## src/rtl/pet2001_pkg.sv

```systemverilog
`default_nettype none
// ============================================================================
//  Module      : pet2001_pkg
//  Description : Shared constants and types for the PS/2 to PET 2001 key
//                matrix converter: PS/2 special codes, matrix geometry,
//                key position record and receiver state encoding.
//  Revision    : 1.0  initial release
// ============================================================================
package pet2001_pkg;

   // PS/2 prefix codes
   localparam logic [7:0] PS2_BREAK  = 8'hF0;
   localparam logic [7:0] PS2_EXT    = 8'hE0;

   // PS/2 status/response codes that never reach the matrix
   localparam logic [7:0] PS2_BAT_OK = 8'hAA;
   localparam logic [7:0] PS2_ACK    = 8'hFA;
   localparam logic [7:0] PS2_ECHO   = 8'hEE;
   localparam logic [7:0] PS2_RESEND = 8'hFE;
   localparam logic [7:0] PS2_ERR0   = 8'h00;
   localparam logic [7:0] PS2_ERR1   = 8'hFF;

   localparam int PET_ROWS = 10;

   typedef struct packed {
      logic       valid;
      logic [3:0] row;
      logic [2:0] col;
   } key_pos_t;

   typedef enum logic [1:0] {
      RX_IDLE   = 2'd0,
      RX_DATA   = 2'd1,
      RX_PARITY = 2'd2,
      RX_STOP   = 2'd3
   } rx_state_t;

   // Codes the decoder drops without touching the prefix flags
   function automatic logic is_ignored(input logic [7:0] code);
      return (code == PS2_BAT_OK) || (code == PS2_ACK)    || (code == PS2_ECHO) ||
             (code == PS2_RESEND) || (code == PS2_ERR0)   || (code == PS2_ERR1);
   endfunction

endpackage
`default_nettype wire

```

## src/rtl/pet2001ps2_key_if.sv

```systemverilog
`default_nettype none
// ============================================================================
//  Module      : pet2001ps2_key_if
//  Description : Keyboard port between the PS/2 converter (slave) and the
//                PIA1 side (master): row select in, column byte and key
//                event pulse out.
//  Revision    : 1.0  initial release
// ============================================================================
interface pet2001ps2_key_if;
   logic [3:0] keyrow;
   logic [7:0] keyin;
   logic       key_event;

   modport master (output keyrow, input keyin, input key_event);
   modport slave  (input keyrow, output keyin, output key_event);
endinterface
`default_nettype wire

```

## src/rtl/pet2001ps2_keymap.sv

```systemverilog
`default_nettype none
// ============================================================================
//  Module      : pet2001ps2_keymap
//  Description : Combinational ROM translating {ext, scan code} into a PET
//                matrix position. Codes not in the table return valid=0.
//  Revision    : 1.0  initial release
// ============================================================================
module pet2001ps2_keymap
   import pet2001_pkg::*;
(
   input  wire logic [8:0] key_i,
   output key_pos_t        pos_o
);

   function automatic key_pos_t kp(input int unsigned row, input int unsigned col);
      kp.valid = 1'b1;
      kp.row   = 4'(row);
      kp.col   = 3'(col);
   endfunction

   // Table lookup; bit 8 is the E0 prefix
   always_comb begin
      pos_o = '0;
      case (key_i)
         9'h01C:  pos_o = kp(4, 0);   // A
         9'h012:  pos_o = kp(8, 0);   // left shift
         9'h059:  pos_o = kp(8, 5);   // right shift
         9'h05A:  pos_o = kp(6, 5);   // RETURN
         9'h029:  pos_o = kp(9, 2);   // space
         9'h076:  pos_o = kp(9, 4);   // RUN/STOP
         9'h066:  pos_o = kp(1, 7);   // DEL
         9'h175:  pos_o = kp(1, 0);   // cursor up/down
         9'h174:  pos_o = kp(0, 7);   // cursor left/right
         default: pos_o = '0;
      endcase
   end

endmodule
`default_nettype wire

```

## src/rtl/pet2001ps2_key.sv

```systemverilog
`default_nettype none
// ============================================================================
//  Module      : pet2001ps2_key
//  Description : PS/2 keyboard to PET 2001 10x8 key matrix. Conditions the
//                PS/2 lines, receives frames, decodes E0/F0 make/break codes
//                and presents the active-low column byte for the row chosen
//                by PIA1 port A.
//                Optional macro PET2001_PS2_PARITY_EN: reject frames whose
//                odd parity check fails.
//  Revision    : 1.0  initial release
// ============================================================================
module pet2001ps2_key
   import pet2001_pkg::*;
#(
   parameter int FILTER_LEN = 8,
   parameter int TIMEOUT    = 50000
)(
   input  wire logic         clk,
   input  wire logic         reset_n,
   input  wire logic         ps2_clk,
   input  wire logic         ps2_data,
   pet2001ps2_key_if.slave   kb
);

   localparam int TO_W = $clog2(TIMEOUT + 1);

   logic [1:0]            rst_sync_q;
   logic                  rst_n_w;
   logic [1:0]            ps2c_sync_q, ps2d_sync_q;
   logic                  filt_q, filt_d;
   logic [7:0]            filt_cnt_q, filt_cnt_d;
   logic                  sample_w, data_w, timeout_w, par_ok_w, par_odd_w;
   rx_state_t             state_q, state_d;
   logic [2:0]            bit_cnt_q, bit_cnt_d;
   logic [7:0]            shift_q, shift_d, code_q, code_d;
   logic                  par_q, par_d, code_valid_q, code_valid_d;
   logic [TO_W-1:0]       to_cnt_q, to_cnt_d;
   logic                  ext_q, ext_d, brk_q, brk_d;
   logic [PET_ROWS-1:0][7:0] matrix_q, matrix_d;
   logic [7:0]            keyin_q, keyin_d;
   logic                  key_event_q, key_event_d;
   key_pos_t              pos_w;

   // Reset asserts immediately, releases two clocks later
   always_ff @(posedge clk or negedge reset_n) begin
      if (!reset_n) rst_sync_q <= 2'b00;
      else          rst_sync_q <= {rst_sync_q[0], 1'b1};
   end
   assign rst_n_w = rst_sync_q[1];

   // Two-flop synchronisers plus glitch filter state; lines idle high
   always_ff @(posedge clk or negedge rst_n_w) begin
      if (!rst_n_w) begin
         ps2c_sync_q <= 2'b11;
         ps2d_sync_q <= 2'b11;
         filt_q      <= 1'b1;
         filt_cnt_q  <= '0;
      end else begin
         ps2c_sync_q <= {ps2c_sync_q[0], ps2_clk};
         ps2d_sync_q <= {ps2d_sync_q[0], ps2_data};
         filt_q      <= filt_d;
         filt_cnt_q  <= filt_cnt_d;
      end
   end

   // Filtered level follows only after FILTER_LEN consecutive differing samples
   always_comb begin
      filt_d     = filt_q;
      filt_cnt_d = '0;
      if (ps2c_sync_q[1] != filt_q) begin
         if (filt_cnt_q == 8'(FILTER_LEN - 1)) filt_d = ps2c_sync_q[1];
         else                                  filt_cnt_d = filt_cnt_q + 8'd1;
      end
   end

   assign sample_w  = filt_q & ~filt_d;
   assign data_w    = ps2d_sync_q[1];
   assign timeout_w = (state_q != RX_IDLE) && !sample_w &&
                      (to_cnt_q == TO_W'(TIMEOUT - 1));
   assign par_odd_w = ^{shift_q, par_q};
`ifdef PET2001_PS2_PARITY_EN
   assign par_ok_w  = par_odd_w;
`else
   // Parity is captured for observability but never enforced
   assign par_ok_w  = par_odd_w | 1'b1;
`endif

   // Receiver and timeout state registers
   always_ff @(posedge clk or negedge rst_n_w) begin
      if (!rst_n_w) begin
         state_q      <= RX_IDLE;
         bit_cnt_q    <= '0;
         shift_q      <= '0;
         par_q        <= 1'b0;
         code_q       <= '0;
         code_valid_q <= 1'b0;
         to_cnt_q     <= '0;
      end else begin
         state_q      <= state_d;
         bit_cnt_q    <= bit_cnt_d;
         shift_q      <= shift_d;
         par_q        <= par_d;
         code_q       <= code_d;
         code_valid_q <= code_valid_d;
         to_cnt_q     <= to_cnt_d;
      end
   end

   // Frame receiver: start, 8 data LSB first, parity, stop
   always_comb begin
      state_d      = state_q;
      bit_cnt_d    = bit_cnt_q;
      shift_d      = shift_q;
      par_d        = par_q;
      code_d       = code_q;
      code_valid_d = 1'b0;
      to_cnt_d     = (state_q == RX_IDLE || sample_w) ? '0 : to_cnt_q + TO_W'(1);
      if (timeout_w) begin
         state_d = RX_IDLE;
      end else if (sample_w) begin
         case (state_q)
            RX_IDLE: begin
               if (!data_w) begin
                  state_d   = RX_DATA;
                  bit_cnt_d = '0;
               end
            end
            RX_DATA: begin
               shift_d   = {data_w, shift_q[7:1]};
               bit_cnt_d = bit_cnt_q + 3'd1;
               if (bit_cnt_q == 3'd7) state_d = RX_PARITY;
            end
            RX_PARITY: begin
               par_d   = data_w;
               state_d = RX_STOP;
            end
            RX_STOP: begin
               state_d = RX_IDLE;
               if (data_w && par_ok_w) begin
                  code_valid_d = 1'b1;
                  code_d       = shift_q;
               end
            end
            default: state_d = RX_IDLE;
         endcase
      end
   end

   pet2001ps2_keymap u_keymap (
      .key_i (({ext_q, code_q})),
      .pos_o (pos_w)
   );

   // Decoder, matrix and output registers
   always_ff @(posedge clk or negedge rst_n_w) begin
      if (!rst_n_w) begin
         ext_q       <= 1'b0;
         brk_q       <= 1'b0;
         matrix_q    <= '0;
         keyin_q     <= 8'hFF;
         key_event_q <= 1'b0;
      end else begin
         ext_q       <= ext_d;
         brk_q       <= brk_d;
         matrix_q    <= matrix_d;
         keyin_q     <= keyin_d;
         key_event_q <= key_event_d;
      end
   end

   // Prefix tracking, matrix update and row readout of the updated matrix
   always_comb begin
      ext_d       = ext_q;
      brk_d       = brk_q;
      matrix_d    = matrix_q;
      key_event_d = 1'b0;
      if (timeout_w) begin
         ext_d = 1'b0;
         brk_d = 1'b0;
      end else if (code_valid_q) begin
         if (code_q == PS2_BREAK) begin
            brk_d = 1'b1;
         end else if (code_q == PS2_EXT) begin
            ext_d = 1'b1;
         end else if (!is_ignored(code_q)) begin
            if (pos_w.valid) begin
               matrix_d[pos_w.row][pos_w.col] = ~brk_q;
               key_event_d = 1'b1;
            end
            ext_d = 1'b0;
            brk_d = 1'b0;
         end
      end
      keyin_d = 8'hFF;
      if (kb.keyrow < 4'(PET_ROWS)) keyin_d = ~matrix_d[kb.keyrow];
   end

   assign kb.keyin     = keyin_q;
   assign kb.key_event = key_event_q;

endmodule
`default_nettype wire

```

## src/flat_wrapper.sv

```systemverilog
// flat-port wrapper written by rule: the top's interface ports become plain ports
module pet2001ps2_key_flat import pet2001_pkg::*;
#(
   parameter int FILTER_LEN = 8,
   parameter int TIMEOUT    = 50000
)
  (clk, reset_n, ps2_clk, ps2_data, kb_keyrow, kb_keyin, kb_key_event);
  pet2001ps2_key_if kb_i ();
  input  wire logic clk;
  input  wire logic reset_n;
  input  wire logic ps2_clk;
  input  wire logic ps2_data;
  input wire logic [$bits(kb_i.keyrow)-1:0] kb_keyrow;
  output wire logic [$bits(kb_i.keyin)-1:0] kb_keyin;
  output wire logic [$bits(kb_i.key_event)-1:0] kb_key_event;
  assign kb_i.keyrow = kb_keyrow;
  assign kb_keyin = kb_i.keyin;
  assign kb_key_event = kb_i.key_event;
  pet2001ps2_key #(.FILTER_LEN(FILTER_LEN), .TIMEOUT(TIMEOUT)) u_core (.clk(clk), .reset_n(reset_n), .ps2_clk(ps2_clk), .ps2_data(ps2_data), .kb(kb_i));
endmodule
```

## config.mk

```make
export PLATFORM = sky130hd
export DESIGN_NAME = pet2001ps2_key_flat
export DESIGN_NICKNAME = d
export VERILOG_FILES = /design/src/rtl/pet2001_pkg.sv /design/src/rtl/pet2001ps2_key_if.sv /design/src/rtl/pet2001ps2_keymap.sv /design/src/rtl/pet2001ps2_key.sv /design/src/flat_wrapper.sv
export SDC_FILE = /design/constraint.sdc
export NUM_CORES = 1
export LEC_CHECK = 0
export ABC_AREA = 1
export BUFFER_PORTS_ARGS = -buffer_cell sky130_fd_sc_hd__buf_2
export CORE_ASPECT_RATIO = 1.75
export CORE_MARGIN = 2
export CORE_UTILIZATION = 59
export CTS_BUF_LIST = sky130_fd_sc_hd__clkbuf_4 sky130_fd_sc_hd__clkbuf_8
export CTS_CLUSTER_SIZE = 40
export DETAILED_ROUTE_END_ITERATION = 8
export HOLD_SLACK_MARGIN = 0.03
export MAX_ROUTING_LAYER = met4
export PLACE_DENSITY = 0.85
export RECOVER_POWER = 50
export SYNTH_ARGS = -nofsm -noshare
export SYNTH_HDL_FRONTEND = slang
export SYNTH_SLANG_ARGS = --single-unit
```

## constraint.sdc

```tcl
create_clock -name clk -period 5.86 [get_ports clk]
set_input_delay 0.293 -clock clk [delete_from_list [all_inputs] [get_ports clk]]
set_output_delay 0.293 -clock clk [all_outputs]
set_load 0.02 [all_outputs]
```

==> load_flow_metrics.sql, run 1 <==
INSERT INTO impl_metrics (metric_group, metric, value, unit) VALUES
('outcome', 'run_status', 'finished with violations', ''),
('outcome', 'violations', 'max-capacitance violations, max-slew violations', ''),
('critical_path', 'timing.critical_path.arrival', '3.41', 'ns'),
('critical_path', 'crit_required', '6.28', 'ns'),
('timing', 'finalClockSkew', '0.0119', 'ns'),
('drt', 'topRoutingLayerUsed', 'met4', ''),
('global_routing', 'globalRoute.totalOverflow', '0', ''),
('die', 'start_util', '59.9', '%'),
('logic_synthesis', 'yosysWarningCount', '0', ''),
('pwr', 'static_power_due_to_leakage', '3.26', 'nW'),
('die', 'floorplan.die_area', '11600', 'um2'),
('timing', 'slew_viol_final', '59', ''),
('drt', 'detail_routed_net_length_per_standard_cell', '15.1', 'um'),
('pwr', 'design_power_total', '2.01', 'mW'),
('final_layout', 'area.growth.synth_to_final', '6.04', '%'),
('logic_synthesis', 'post_synth_num_cell_types', '48', ''),
('logic_synthesis', 'netlist_top_cells_area', 'dfrtp_1 52%, nand2_1 9.2%, dfstp_2 5.4%, clkbuf_1 4.7%, inv_1 3.7%', ''),
('clock_tree', 'clk_latency', '0.44', 'ns'),
('global_routing', 'grt_antenna_before_repair', '0', ''),
('final_layout', 'antenna_cells', '0', ''),
('pwr', 'vdd.ir_drop.worst', '0.230', 'mV'),
('critical_path', 'timing.critical_path.max_delay_family', 'flip-flops', ''),
('logic_synthesis', 'syn_nets', '743', ''),
('logic_synthesis', 'synth-seq-cells', '144', ''),
('critical_path', 'cpPeakStageDelay', '1.89', 'ns'),
('timing', 'final_min_period_over_clock_period', '51.2', '%'),
('final_layout', 'final_common_cell', 'nand2_1', ''),
('final_layout', 'final_layout_size_suffix_gt1_share', '10.7', '%'),
('die', 'design.portCount', '17', ''),
('final_layout', 'area.sequential', '3620', 'um2'),
('drt', 'routed-via-count', '4523', ''),
('critical_path', 'crit_path_cell_trace', 'buf_4', ''),
('final_layout', 'multi_input_area', '2120', 'um2'),
('critical_path', 'cp_max_fo', '85', ''),
('logic_synthesis', 'synth_enable_flop_cells', '0', ''),
('logic_synthesis', 'post-synth-top-area-fraction', '51.7', '%'),
('timing', 'setup_repair_after_global_routing_missed_its_margin', 'false', ''),
('clock_tree', 'clk_root_buffer_cell', 'clkbuf_8', ''),
('clock_tree', 'cts_htree_levels', '4', ''),
('critical_path', 'crit_slowest_cell', 'dfrtp_1', ''),
('drt', 'met2WireLength', '6680', 'um'),
('global_routing', 'grt_start_max_net_pins', '86', ''),
('die', 'die_x', '82.3', 'um'),
('global_routing', 'grt_pass1_wl', '21200', 'um'),
('clock_tree', 'tritoncts.num_buffers', '17', ''),
('timing', 'finalCriticalPeriod', '3.00', 'ns'),
('flow_run', 'maxCapViolations', '1', ''),
('drt', 'wl_met1', '4890', 'um'),
('logic_synthesis', 'synthCells', '727', ''),
('critical_path', 'worstSetupStartpointType', 'flop', ''),
('drt', 'drc_errors', '0', ''),
('logic_synthesis', 'async_flop_share', '100', '%'),
('logic_synthesis', 'synth-main-ff-cell', 'dfrtp_1', ''),
('pwr', 'power-per-cell-area', '299', 'nW/um2'),
('critical_path', 'crit_type', 'flop to async pin', ''),
('global_routing', 'gr-usage-all-layers', '24.5', '%'),
('critical_path', 'critPathBufInv', '1', ''),
('timing', 'relSlewSlack', '-52.3', '%'),
('clock_tree', 'clk_transition_reported_paths', '0.08', 'ns'),
('timing', 'fmaxAchievable', '0.333', 'GHz'),
('die', 'core_region_area', '10600', 'um2'),
('hold_path', 'min-delay-path-class', 'input pin to flop', ''),
('timing', 'hold_viol_final', '0', ''),
('critical_path', 'r2r_cell_count', '1', ''),
('final_layout', 'nFillCells', '826', ''),
('drt', 'totalWireLength', '12400', 'um'),
('clock_tree', 'tritoncts_num_sinks', '144', ''),
('clock_tree', 'clk_path_buf_depth', '2', ''),
('drt', 'drt-pass1-iter-count', '6', ''),
('die', 'die_y', '141', 'um'),
('logic_synthesis', 'post-synth-top-area-cell', 'dfrtp_1', '');
==> area by class of cell <==
type	count	area share, %
sequential	144	53.9
multi-input combinational	428	31.5
timing repair buffer	20	1.56
inverter	68	3.82
tap	130	2.42
clock buffer	23	4.52
clock inverter	9	2.31
==> logic make-up after synthesis <==
| logic type | after synthesis | share of synthesized area, % |
|---|---|---|
| AND/OR/NAND/NOR | 306 | 21.3 |
| buffers and inverters | 155 | 9.44 |
| flip-flops | 144 | 57.1 |
| AO/OA/AOI/OAI | 112 | 10.4 |
| adder cells (fa/ha/maj) | 8 | 1.58 |
| XOR/XNOR | 1 | 0.138 |
| other | 1 | 0.0592 |
==> final timing paths <==
| check | from | slack (ns) | to |
|---|---|---|---|
| worst max-delay path | u_core.rst_sync_q[1] | 2.86 | u_core.matrix_q[65] |
| worst min-delay path | kb_keyrow[3] | 0.13 | u_core.kb.keyin[4] |
| worst max register to register | u_core.rst_sync_q[1] | 2.86 | u_core.matrix_q[65] |
| worst min register to register | u_core.rst_sync_q[0] | 0.35 | u_core.rst_sync_q[1] |
| max in group clk | u_core.filt_cnt_q[0] | 3.54 | u_core.kb.keyin[0] |
| min in group asynchronous | reset_n | 0.17 | u_core.rst_sync_q[0] |
==> through the flow <==
step	cells	hold slack, ns	area, um2	worst slack, ns	util [%]
floorplan	727	-0.00259	6340	1.57	-
global placement	787	0.0814	6250	3.47	59.1
detailed placement	787	0.0839	6250	3.43	59.1
CTS	822	0.112	6740	3.56	63.7
global route	822	0.131	6720	2.26	63.6
finish	822	0.127	6720	2.86	63.6
==> what timing repair did <==
action	CTS	global route
hold buffers	3	0
hold endpoints to repair	4	0
gates resized for setup	0	0
==> synthesized netlist by cell type (2+ instances only) <==
cell / n
a211oi_1: 2
a21oi_1: 41
a221o_1: 2
a221oi_1: 2
a311oi_1: 2
a31o_1: 2
a32o_1: 4
and2_1: 4
buf_2: 6
clkbuf_1: 79
dfrtp_1: 131
dfstp_2: 13
ha_1: 8
inv_1: 63
inv_2: 3
nand2_1: 155
nand2_2: 4
nand3_1: 32
nand4_1: 11
nor2_1: 63
nor2_2: 4
nor3_1: 20
nor4_1: 3
o211ai_1: 2
o21ai_0: 45
o21ai_2: 3
o221ai_1: 2
==> registers in the layout, indices dropped and copies added (netlist names) <==
register and flops:
u_core.bit_cnt_q 3, u_core.brk_q 1, u_core.code_q 8, u_core.code_valid_q 1
u_core.ext_q 1, u_core.filt_cnt_q 8, u_core.filt_q 1, u_core.kb.key_event 1
u_core.kb.keyin 8, u_core.matrix_q 80, u_core.ps2c_sync_q 2, u_core.ps2d_sync_q 2
u_core.rst_sync_q 2, u_core.shift_q 8, u_core.state_q 2, u_core.to_cnt_q 16
==> routing by layer <==
metal	up-vias	GRT usage, %
met5	-	-
met2	115	39.8
met3	40	6.02
met1	2164	28.1
met4	0	11.2
li1	2204	-
==> power by group <==
group | total, mW | switching, mW | internal (mW)
clock | 0.880 | 0.361 | 0.519
sequential | 1.03 | 0.0179 | 1.02
combinational | 0.0947 | 0.0666 | 0.0281
total | 2.01 | 0.445 | 1.56
Power figures use the tool's default switching activity.
==> inputs of run 2 (changes only) <==
Clock period 5.86 ns to 3.1 ns, I/O delays scaled along.
==> run 2 against run 1 <==
The flow still finishes with violations (max-capacitance violations, max-slew violations). Sequential cell count did not move. Final cell count rose by 0.97%. Global-route usage rose by 0.44 points. Register-to-register slack got worse by 2.0 ns. Via count fell by 0.15%. Cell area rose by 0.76%. Count of clock-buffer cells in the layout fell by 4. Power rose by 85%. Critical path type unchanged.
==> load_flow_metrics.sql, run 2 (synthesis results as in run 1) <==
INSERT INTO impl_metrics (metric_group, metric, value, unit) VALUES
('pwr', 'design_power_total', '3.71', 'mW'),
('clock_tree', 'cts_hold_fix_bufs', '6', ''),
('clock_tree', 'tritoncts_num_sinks', '144', ''),
('die', 'design.portCount', '17', ''),
('final_layout', 'layout.nets', '703', ''),
('critical_path', 'r2r_setup_slack', '0.86', 'ns'),
('placed_design', 'place_ws', '0.885', 'ns'),
('timing', 'relSlewSlack', '-46.0', '%'),
('final_layout', 'nFillCells', '831', ''),
('final_layout', 'reg.largest.list', 'u_core.matrix_q: 80 flops, u_core.to_cnt_q: 16 flops', ''),
('pwr', 'static_power_due_to_leakage', '3.30', 'nW'),
('critical_path', 'r2r_start', 'u_core.rst_sync_q[1]', ''),
('critical_path', 'cpPeakStageDelay', '1.83', 'ns'),
('clock_tree', 'clk_root_buffer_cell', 'clkbuf_8', ''),
('final_layout', 'largest_register_ff_count', '80', ''),
('final_layout', 'antenna_cells', '0', ''),
('critical_path', 'crit_type', 'flop to async pin', ''),
('final_layout', 'final-instance-count-excl-fill', '830', ''),
('final_layout', 'final_layout_size_suffix_gt1_share', '12.7', '%'),
('placed_design', 'dp_cells', '792', ''),
('outcome', 'violations', 'max-capacitance violations, max-slew violations', ''),
('placed_design', 'placedInstanceArea', '6300', 'um2'),
('die', 'die_x', '82.3', 'um'),
('clock_tree', 'clk_path_buf_depth', '2', ''),
('placed_design', 'gpl.final_weighted_congestion', '0.888', ''),
('hold_path', 'worst_hold_startpoint', 'kb_keyrow[1]', ''),
('clock_tree', 'clk_transition_reported_paths', '0.08', 'ns'),
('flow_run', 'maxCapViolations', '1', ''),
('global_routing', 'grt_pass1_wl', '21300', 'um'),
('critical_path', 'crit_path_cell_trace', 'buf_4', ''),
('final_layout', 'post-route-util', '64.0', '%'),
('critical_path', 'crit_slowest_cell', 'dfrtp_1', ''),
('timing', 'finalClockSkew', '0.0150', 'ns'),
('critical_path', 'worstReg2RegEnd', 'u_core.ps2c_sync_q[1]', ''),
('timing', 'final.hold.worst_slack', '0.160', 'ns'),
('timing', 'final-setup-viol-count', '0', ''),
('placed_design', 'dpl.hpwl', '8790', 'um'),
('final_layout', 'area.growth.synth_to_final', '6.85', '%'),
('timing', 'hold_viol_final', '0', ''),
('hold_path', 'min-delay-path-class', 'input pin to flop', ''),
('timing', 'slew_viol_final', '55', ''),
('die', 'die_y', '141', 'um'),
('drt', 'totalWireLength', '12700', 'um'),
('final_layout', 'post-route-cell-area', '6770', 'um2'),
('clock_tree', 'cts_tree', 'done', ''),
('clock_tree', 'postCtsSetupBuffers', '0', ''),
('drt', 'drc_errors', '0', ''),
('timing', 'setup_repair_after_global_routing_missed_its_margin', 'false', ''),
('critical_path', 'critPathBufInv', '1', ''),
('global_routing', 'grt_start_max_net_pins', '56', ''),
('final_layout', 'area.sequential', '3620', 'um2'),
('outcome', 'run_status', 'finished with violations', ''),
('critical_path', 'timing.critical_path.arrival', '2.80', 'ns'),
('timing', 'timing_worst_slew_pin_value', '2.19', 'ns'),
('hold_path', 'hold_path_end', 'u_core.kb.keyin[0]', ''),
('drt', 'routed-via-count', '4516', ''),
('clock_tree', 'tritoncts.num_buffers', '17', ''),
('timing', 'finalCriticalPeriod', '2.24', 'ns'),
('global_routing', 'first_global_vias', '4737', ''),
('drt', 'drt-pass1-iter-count', '5', ''),
('clock_tree', 'clk_latency', '0.45', 'ns'),
('final_layout', 'multi_input_area', '2120', 'um2'),
('die', 'std_cell_rows', '50', ''),
('drt', 'detail_routed_net_length_per_standard_cell', '15.3', 'um'),
('final_layout', 'final_common_cell', 'nand2_1', ''),
('hold_path', 'min_path_cells', '5', ''),
('timing', 'fin_ws', '0.861', 'ns'),
('critical_path', 'cp_max_fo', '55', ''),
('critical_path', 'worstSetupStartpointType', 'flop', ''),
('global_routing', 'grt_antenna_before_repair', '0', ''),
('critical_path', 'timing.critical_path.max_delay_family', 'flip-flops', ''),
('final_layout', 'largest_register', 'u_core.matrix_q', ''),
('drt', 'detail_route.iter0.violations', '278', ''),
('die', 'start_util', '59.9', '%'),
('pwr', 'vdd.ir_drop.worst', '0.451', 'mV'),
('drt', 'antenna_violating_nets_post_route', '0', ''),
('timing', 'fin_tns_setup', '0', 'ns'),
('pwr', 'power-per-cell-area', '548', 'nW/um2'),
('global_routing', 'globalRoute.totalOverflow', '0', ''),
('timing', 'final_min_period_over_clock_period', '72.2', '%'),
('die', 'floorplan.die_area', '11600', 'um2'),
('critical_path', 'crit_required', '3.66', 'ns'),
('placed_design', 'io_buffers', '16', ''),
('final_layout', 'mostFrequentLayoutCells', '155 x nand2_1, 131 x dfrtp_1, 64 x inv_1, 63 x nor2_1, 45 x o21ai_0', ''),
('timing', 'fmaxAchievable', '0.447', 'GHz'),
('die', 'core_region_area', '10600', 'um2'),
('clock_tree', 'cts_htree_levels', '4', ''),
('global_routing', 'gr-usage-all-layers', '25.0', '%'),
('drt', 'vias_per_cell', '5.44', ''),
('clock_tree', 'postCtsResizedCells', '0', ''),
('critical_path', 'critPathCaptureType', 'async pin', ''),
('critical_path', 'r2r_cell_count', '1', '');
## run 2: cell types whose count changed in the layout (fill, tap and decap cells not counted), moves of 2 or more
cell	previous run	this run
buf_2	6	15
clkbuf_1	10	1
clkbuf_8	21	18
dlygate4sd3_1	3	6
clkinv_2	3	5
inv_6	0	2
buf_4	1	5
## run 2: metal layers
| layer | global-route usage, % | up-vias | share of wire [%] |
|---|---|---|---|
| met3 | 6.98 | 40 | 3.5 |
| met5 | - | - | 0 |
| met4 | 12.9 | 0 | 3.3 |
| met2 | 40.7 | 106 | 54 |
| li1 | - | 2220 | - |
| met1 | 27.0 | 2150 | 40 |
## run 2: final cells by class
cell class	instances	share of cell area (%)
sequential	144	53.5
multi-input combinational	428	31.3
inverter	68	3.79
clock buffer	19	3.77
timing repair buffer	28	2.90
tap	130	2.40
clock inverter	13	2.38
## run 2: worst max path at each step
stage,startpoint,to,cells after the start
final,u_core.rst_sync_q[1],u_core.ps2c_sync_q[1],1
after global placement,u_core.filt_cnt_q[0],u_core.kb.keyin[0],16
after global routing,u_core.rst_sync_q[1],u_core.ps2c_sync_q[1],1
after CTS,u_core.filt_cnt_q[0],u_core.kb.keyin[0],16
after detailed placement,u_core.filt_cnt_q[0],u_core.kb.keyin[0],16
after floorplan,u_core.rst_sync_q[1],u_core.bit_cnt_q[0],0
## run 2: report_power, final
part / internal, mW / switching (mW) / total [mW]
registers: 1.92 / 0.0330 / 1.95
clock network: 0.828 / 0.725 / 1.55
logic: 0.0650 / 0.136 / 0.201
total: 2.81 / 0.894 / 3.71
